[config.mk]
export PLATFORM = sky130hd
export DESIGN_NAME = shift_right_sequential
export DESIGN_NICKNAME = d
export VERILOG_FILES = /design/src/rtl/shift_right_sequential.sv
export SDC_FILE = /design/constraint.sdc
export NUM_CORES = 1
export LEC_CHECK = 0
export BUFFER_PORTS_ARGS = -buffer_cell sky130_fd_sc_hd__clkbuf_2
export CAP_MARGIN = 30
export CORE_MARGIN = 5
export CORE_UTILIZATION = 35
export DETAILED_ROUTE_END_ITERATION = 8
export HOLD_SLACK_MARGIN = 0.02
export PLACE_DENSITY = 0.58
export SETUP_SLACK_MARGIN = 0.1
export SLEW_MARGIN = 15
export SYNTH_ARGS = -nofsm -noshare
export SYNTH_HDL_FRONTEND = slang
export SYNTH_SLANG_ARGS = --single-unit
[constraint.sdc]
create_clock -name clk -period 2.9 [get_ports clk]
set_clock_uncertainty 0.15 [all_clocks]
set_input_delay 0.435 -clock clk [delete_from_list [all_inputs] [get_ports clk]]
set_output_delay 0.435 -clock clk [all_outputs]
set_load 0.02 [all_outputs]
[src/rtl/shift_right_sequential.sv]
// Multi-cycle 32-bit right shifter (logical or arithmetic) with valid/ready handshakes.
// Each BUSY cycle applies one binary-weighted stage (1,2,4,8,16) selected by the latched shift amount.
module shift_right_sequential #(
  parameter int N = 32
) (
  input  logic                 clk,
  input  logic                 rst,
  input  logic                 in_valid,
  output logic                 in_ready,
  input  logic [N-1:0]         in,
  input  logic [$clog2(N)-1:0] shamt,
  input  logic                 arith,
  output logic                 out_valid,
  input  logic                 out_ready,
  output logic [N-1:0]         out
);

  localparam int SW = $clog2(N);

  localparam logic [1:0] IDLE = 2'd0;
  localparam logic [1:0] BUSY = 2'd1;
  localparam logic [1:0] DONE = 2'd2;

  logic [1:0]    state_reg, state_next;
  logic [N-1:0]  data_reg, data_next;
  logic [SW-1:0] shamt_reg, shamt_next;
  logic          arith_reg, arith_next;
  logic [2:0]    step_reg, step_next;

  // With sign fill the MSB of data_reg always equals the original operand's sign.
  logic          fill;
  logic [N-1:0]  stage [SW];

  assign fill = arith_reg & data_reg[N-1];

  genvar gi;
  generate
    for (gi = 0; gi < SW; gi++) begin : g_stage
      localparam int AMT = 1 << gi;
      assign stage[gi] = fill ? ~((~data_reg) >> AMT) : (data_reg >> AMT);
    end
  endgenerate

  always_comb begin
    state_next = state_reg;
    data_next  = data_reg;
    shamt_next = shamt_reg;
    arith_next = arith_reg;
    step_next  = step_reg;
    case (state_reg)
      IDLE: begin
        if (in_valid) begin
          data_next  = in;
          shamt_next = shamt;
          arith_next = arith;
          step_next  = 3'd0;
          state_next = BUSY;
        end
      end
      BUSY: begin
        if (step_reg == 3'(SW)) begin
          state_next = DONE;
        end else begin
          if (shamt_reg[step_reg]) data_next = stage[step_reg];
          step_next = step_reg + 3'd1;
        end
      end
      DONE: begin
        if (out_ready) state_next = IDLE;
      end
      default: state_next = IDLE;
    endcase
  end

  always_ff @(posedge clk) begin
    if (rst) begin
      state_reg <= IDLE;
      data_reg  <= '0;
      shamt_reg <= '0;
      arith_reg <= 1'b0;
      step_reg  <= 3'd0;
    end else begin
      state_reg <= state_next;
      data_reg  <= data_next;
      shamt_reg <= shamt_next;
      arith_reg <= arith_next;
      step_reg  <= step_next;
    end
  end

  assign in_ready  = (state_reg == IDLE);
  assign out_valid = (state_reg == DONE);
  assign out       = data_reg;

endmodule

Yosys cells after proc, flatten, opt, wreduce, memory -nomap -nowiden:

Cells that the tools add are included.

* input bits: 42
* bits in registers: 43
* memories: 0
* bits in writable memories: 0
* bits in latches: 0
* output and inout port bits: 34
* logic and storage cells: 51
* memory bits (read-only): 0

* multiply operators: 0
* eq/ne operators: 8
* reduce and logical (&&, ||, !) cells: 6
* div/mod/pow operators: 0
* $add $sub $neg: 1
* shift-type cells: 0
* multiplexer cells: 21
* order comparisons: 2
* bitwise operators: 8

Operator list (count)
* $mux W32: 10
* $bmux W32 S3: 1
* $pmux W32 S2: 1
* $not A16 Y32: 1
* $not A24 Y32: 1
* $not A28 Y32: 1
* $not A30 Y32: 1
* $not A31 Y32: 1
* $not A32 Y32: 1
* $ne A2 B2 Y1 const B: 4
* $mux W2: 3
* $mux W3: 2
* $pmux W2 S3: 1
* $pmux W3 S2: 1
* $reduce_and A3 Y1: 2
* $ge A4 B4 Y1 const B: 1
* $lt A3 B4 Y1 const B: 1
* $not A3 Y4: 1
* $reduce_and A4 Y1: 1
* $add A3 B1 Y3 const B: 1
* $bmux W1 S3: 1
* $eq A3 B3 Y1 const B: 1
* $eq A2 B1 Y1 const B: 1
* $eq A2 B2 Y1 const B: 1
* other kinds (6): 6

Depth between registers and ports, before layout:

* depth after elaboration: 9
* mapped depth: 10
* gate-level depth less buffers: 7

Least setup slack after synthesis:

No wires, ideal clock.

* path kind: register to register
* from: register step_reg[1]
* to: register data_reg[13], in the netlist out[13]
* buffers on the path: 3
* setup time: 0.135 ns
* path slack: 0.693 ns
* period minus slack after synthesis: 2.207 ns
* cell stages (with the launch flop): 11
* data arrival time: 1.923 ns
* data required time: 2.615 ns
* cells stage by stage: dfxtp_1 buf_6 inv_1 buf_1 ha_1 nor2b_1 a32o_1 o21a_2 buf_2 nor2_1 nor3_2

* longest elaborated chain between the ends: 7
* elaborated cells on any way between the ends: 13
* classes of those cells: eq/ne (3); mux (8); bitwise (1); reduce/logical (1)

Ends and longest elaborated chain
* from (decl): RTL line 28 `logic [2:0] step_reg, step_next;`
* from (signal assigned): RTL line 87 `step_reg <= step_next;`
* $not A3 Y4 (not written as such): RTL line 64 `if (shamt_reg[step_reg]) data_next = stage[step_reg];`
* $bmux W32 S3: RTL line 64
* $mux W32 (not written as such) (2 in a row): RTL line 64
* $mux W32: RTL line 64
* $mux W32: RTL line 61 `if (step_reg == 3'(SW)) begin`
* $pmux W32 S2: RTL line 50 `case (state_reg)`
* to (signal assigned): RTL line 84 `data_reg <= data_next;`
* to (decl): RTL line 25 `logic [N-1:0] data_reg, data_next;`

Parallel ways exist; a longest one is shown, timed or not. The select of a mux whose other input is x is not followed.
A chain may end at the register's enable or synchronous reset.

Final worst setup path:

* from: register step_reg[0]
* to: register data_reg[16], in the netlist out[16]

Same word-level chain as after synthesis.

==> key figures <==
Run status
  • Outcome: completed

STA
  • Top achievable clock speed: approximately 420 MHz
  • Unrepaired setup endpoints after global routing: no
  • Relative slew slack: 0.3494
  • Final TNS setup: 0 ns
  • Tightest Pin Transition: just under 1 ns
  • Post-layout min period: around 2.4 ns
  • Final max-slew violation count: 0
  • Final setup vio count: 0
  • Final hold violation count: 0
  • Period utilization: 0.8120

Placed design
  • Routability cong.: 0.9166
  • Post-detailed-placement half-perimeter wirelength: 7016 um
  • Area post-placement: around 3400 sq um
  • Total of buffers placed on input and output ports: 75
  • Post-Place Cells: approximately 560

Routing
  • DRC violation count after routing: 0
  • Via count normalized by instance count: between 5 and 6
  • Post-detailed-route count of antenna-violating nets: 0
  • First-pass iteration count of the detailed router: 7
  • Iteration-0 DRC count of the detailed router: between 200 and 300
  • Total vias in the final route: roughly 3200
  • Detail-routed net length per standard cell: between 15 and 20 um
  • WL final: ~9700 um

Synthesis
  • Synth Warn #: 0
  • Post-Syn Instances: 400
  • Top cells by area, synth: sky130_fd_sc_hd__dfxtp_1 28%, sky130_fd_sc_hd__nand2_1 8.5%, sky130_fd_sc_hd__a21oi_1 6.8%, sky130_fd_sc_hd__nor2_1 5.6%, sky130_fd_sc_hd__o41ai_2 5.4%
  • Portion of synthesized cell area occupied by the leading cell type: 0.2834
  • Cell with the most instances after synthesis: sky130_fd_sc_hd__nand2_1
  • Sequential area share after synthesis: 0.2834
  • Cell area after technology mapping: just over 3000 sq um
  • Number of flops mapped to enable cells by yosys: 0
  • Share of async-settable or async-resettable flops after synthesis: 0
  • Leading area contributor after synthesis: sky130_fd_sc_hd__dfxtp_1
  • Post-synthesis net count: between 400 and 500
  • Post-Synthesis Mean Instance Area: 7.595 sq um
  • Yosys cell types: between 40 and 50
  • Most numerous cell types in the synthesized netlist: 69 x sky130_fd_sc_hd__nand2_1, 45 x sky130_fd_sc_hd__nor2_1, 43 x sky130_fd_sc_hd__dfxtp_1
  • Synthesized flop and latch total: 43
  • Leading register cell type out of synthesis: sky130_fd_sc_hd__dfxtp_1

Final layout
  • Final std cells w/o fill: approximately 560
  • Area of the multi-input gates: between 1500 and 2000 sq um
  • Fraction of final layout cells sized beyond drive strength 1: 0.2703
  • Area of all placed cells without fillers: 3570 sq um
  • Number of nets in the finished design: roughly 500
  • Number of diodes: 0
  • Growth of design area from synthesis to finish: 17.50%
  • Post-Route Utilization: 0.4154
  • Layout fillers: about 900
  • Sequential cell area: between 800 and 900 sq um
  • Number of flip-flops under the largest register name: 32

Global routing
  • Global route overflow: 0
  • Number of global-route vias before repair: between 3000 and 4000
  • Pin count of the biggest net entering global routing: 42
  • Wire length of the first global-routing pass: 15210 um
  • Total Routing Usage GR: 0.1808
  • Initial antenna violation count: 0

Critical path
  • Register-to-register path setup slack: 0.55 ns
  • Terminus of the critical flop-to-flop path: out[16]
  • Crit Path Category: flop to flop
  • Biggest cell delay along the critical path: 0.64 ns
  • Data arrival time at the worst-slack endpoint: approximately 2.4 ns
  • Highest-delay cell along the critical path: sky130_fd_sc_hd__dfxtp_2
  • CP startpoint kind: flop
  • Worst r2r src: step_reg[0]
  • Endpoint class of the critical path: flop
  • R2r worst-path depth: 6
  • Required time of the worst setup path: between 2 and 3 ns
  • Critical path cell sequence: ha_1 > nor2b_1 > a32o_1 > o21a_2 > or3_1 > o41ai_2
  • Top fanout value on the critical path: 32

Power
  • Proportion of power drawn by flip-flops and latches: 0.404
  • Gate power share: 0.289
  • Fraction of power spent switching nets: 0.3490
  • Part of the total power dissipated in the clock network: 0.308
  • Max VDD drop: approximately 0.23 mV
  • Internal power summed over all cells: 0.001201 W
  • Static leakage: 1.507 nW
  • Ratio of total power to cell area: between 500 and 600 nW/um^2
  • Reported net switching power: 0.0006441 W

Clock network
  • # H-tree levels: 2
  • Num Clock Sinks: 43
  • Post-CTS repair timing setup buffer count: 0
  • TritonCTS Buffers: 5
  • Count of instances resized after the clock tree is built: 0
  • Clock transition time at the flip-flop clock pins of the worst setup and hold paths: about 0.090 ns
  • Hold Buf Count CTS: 0
  • Maximum count of clock buffers along a single path: 2
  • Insertion delay to the later sink of the worst-skew pair: 0.30 ns
  • Root buffer cell: sky130_fd_sc_hd__clkbuf_8
  • Clock tree from TritonCTS: built

Min path
  • Hold crit path type: input pin to flop
  • End point of the most critical hold path: shamt_reg[3]
  • Hold path cells: 3
  • Startpoint of the tightest hold check path: shamt[3]

Floorplan
  • Die width: slightly above 100 um
  • Core area: around 8600 sq um
  • Die Height: 103.2 um
  • I/O pin cnt: 76
  • Number of placement rows: 34
  • Initial standard-cell utilization of the core: 0.3535
  • Floorplan die area: around 11000 sq um

Job
  • Maximum capacitance violations: 0
## how the worst max path moves through the flow
stage,start,to,slack (ns),cells after the start
after global placement,step_reg[0],out[16],0.62,6
after global routing,step_reg[0],out[16],0.36,6
final,step_reg[0],out[16],0.55,6
after floorplan,step_reg[1],out[13],0.69,10
after detailed placement,step_reg[0],out[16],0.57,6
after CTS,step_reg[0],out[16],0.55,6
## logic make-up (layout without fill, tap and decap cells)
group	Yosys count	count (layout)	synth area share
compound gates	134	134	0.3311
flops	43	43	0.2834
simple gates	155	155	0.2327
buf+inv	45	100	0.07414
fa+ha+maj	2	2	0.008236
mux	20	20	0.06754
xor+xnor	1	1	0.002884
## metrics by stage
stage | total power, W | hold slack (ns) | setup slack [ns]
final | 0.001846 | 0.2137 | 0.5451
after global routing | 0.001946 | 0.2226 | 0.3579
after CTS | 0.001863 | 0.2125 | 0.5515
after detailed placement | 0.001290 | 0.3406 | 0.5703
after global placement | 0.001282 | 0.3366 | 0.6152
after floorplan | 0.001122 | 0.3020 | 0.6926
## power groups by stage
stage	Sequential (W)	Clock (W)	Combinational (W)
2_1_floorplan	0.000778	0	0.000344
3_3_place_gp	0.000757	0	0.000526
3_5_place_dp	0.000756	0	0.000533
4_1_cts	0.000743	0.000586	0.000534
5_1_grt	0.000754	0.000602	0.000590
6_report	0.000745	0.000568	0.000533
## metal layers
layer | up-vias | wire length, um | share of wire | GRT usage
met1 | 1503 | 4289 | 0.44 | 0.2377
met4 | 0 | 182 | 0.019 | 0.05179
met5 | - | 0 | 0 | 0
met2 | 126 | 4544 | 0.47 | 0.3014
met3 | 25 | 639 | 0.066 | 0.03383
li1 | 1563 | - | - | -
## layout make-up
class	instances	area share
Multi-Input combinational cell	312	0.5468
Sequential cell	43	0.2415
Timing Repair Buffer	87	0.1304
Tap cell	108	0.03786
Clock buffer	5	0.01928
Clock inverter	3	0.01893
Inverter	5	0.005258
## cell usage in the layout, fill, tap and decap left out, types with 4 or more instances in the layout
cell / n
sky130_fd_sc_hd__o41ai_2: 10
sky130_fd_sc_hd__mux2i_1: 16
sky130_fd_sc_hd__clkbuf_8: 5
sky130_fd_sc_hd__a22oi_1: 7
sky130_fd_sc_hd__o22ai_1: 7
sky130_fd_sc_hd__inv_1: 5
sky130_fd_sc_hd__dfxtp_1: 42
sky130_fd_sc_hd__o221ai_1: 4
sky130_fd_sc_hd__nor3_2: 5
sky130_fd_sc_hd__nor3_1: 5
sky130_fd_sc_hd__a21boi_0: 4
sky130_fd_sc_hd__a311oi_2: 4
sky130_fd_sc_hd__nand3b_1: 9
sky130_fd_sc_hd__a31oi_1: 12
sky130_fd_sc_hd__a21oi_1: 41
sky130_fd_sc_hd__nor2b_1: 5
sky130_fd_sc_hd__nand2b_1: 14
sky130_fd_sc_hd__a221oi_1: 15
sky130_fd_sc_hd__buf_4: 12
sky130_fd_sc_hd__mux2_2: 4
sky130_fd_sc_hd__nor2_1: 45
sky130_fd_sc_hd__a311oi_1: 6
sky130_fd_sc_hd__o21ai_0: 13
sky130_fd_sc_hd__nand2_1: 69
sky130_fd_sc_hd__clkbuf_2: 75
## critical path, delay by kind of cell (launching register included)
| family | cells | cell delay, ns |
|---|---|---|
| compound gates | 3 | 0.73 |
| flops | 1 | 0.64 |
| simple gates | 2 | 0.46 |
| fa+ha+maj | 1 | 0.27 |
Note: power is estimated with default switching activity, not from simulation.
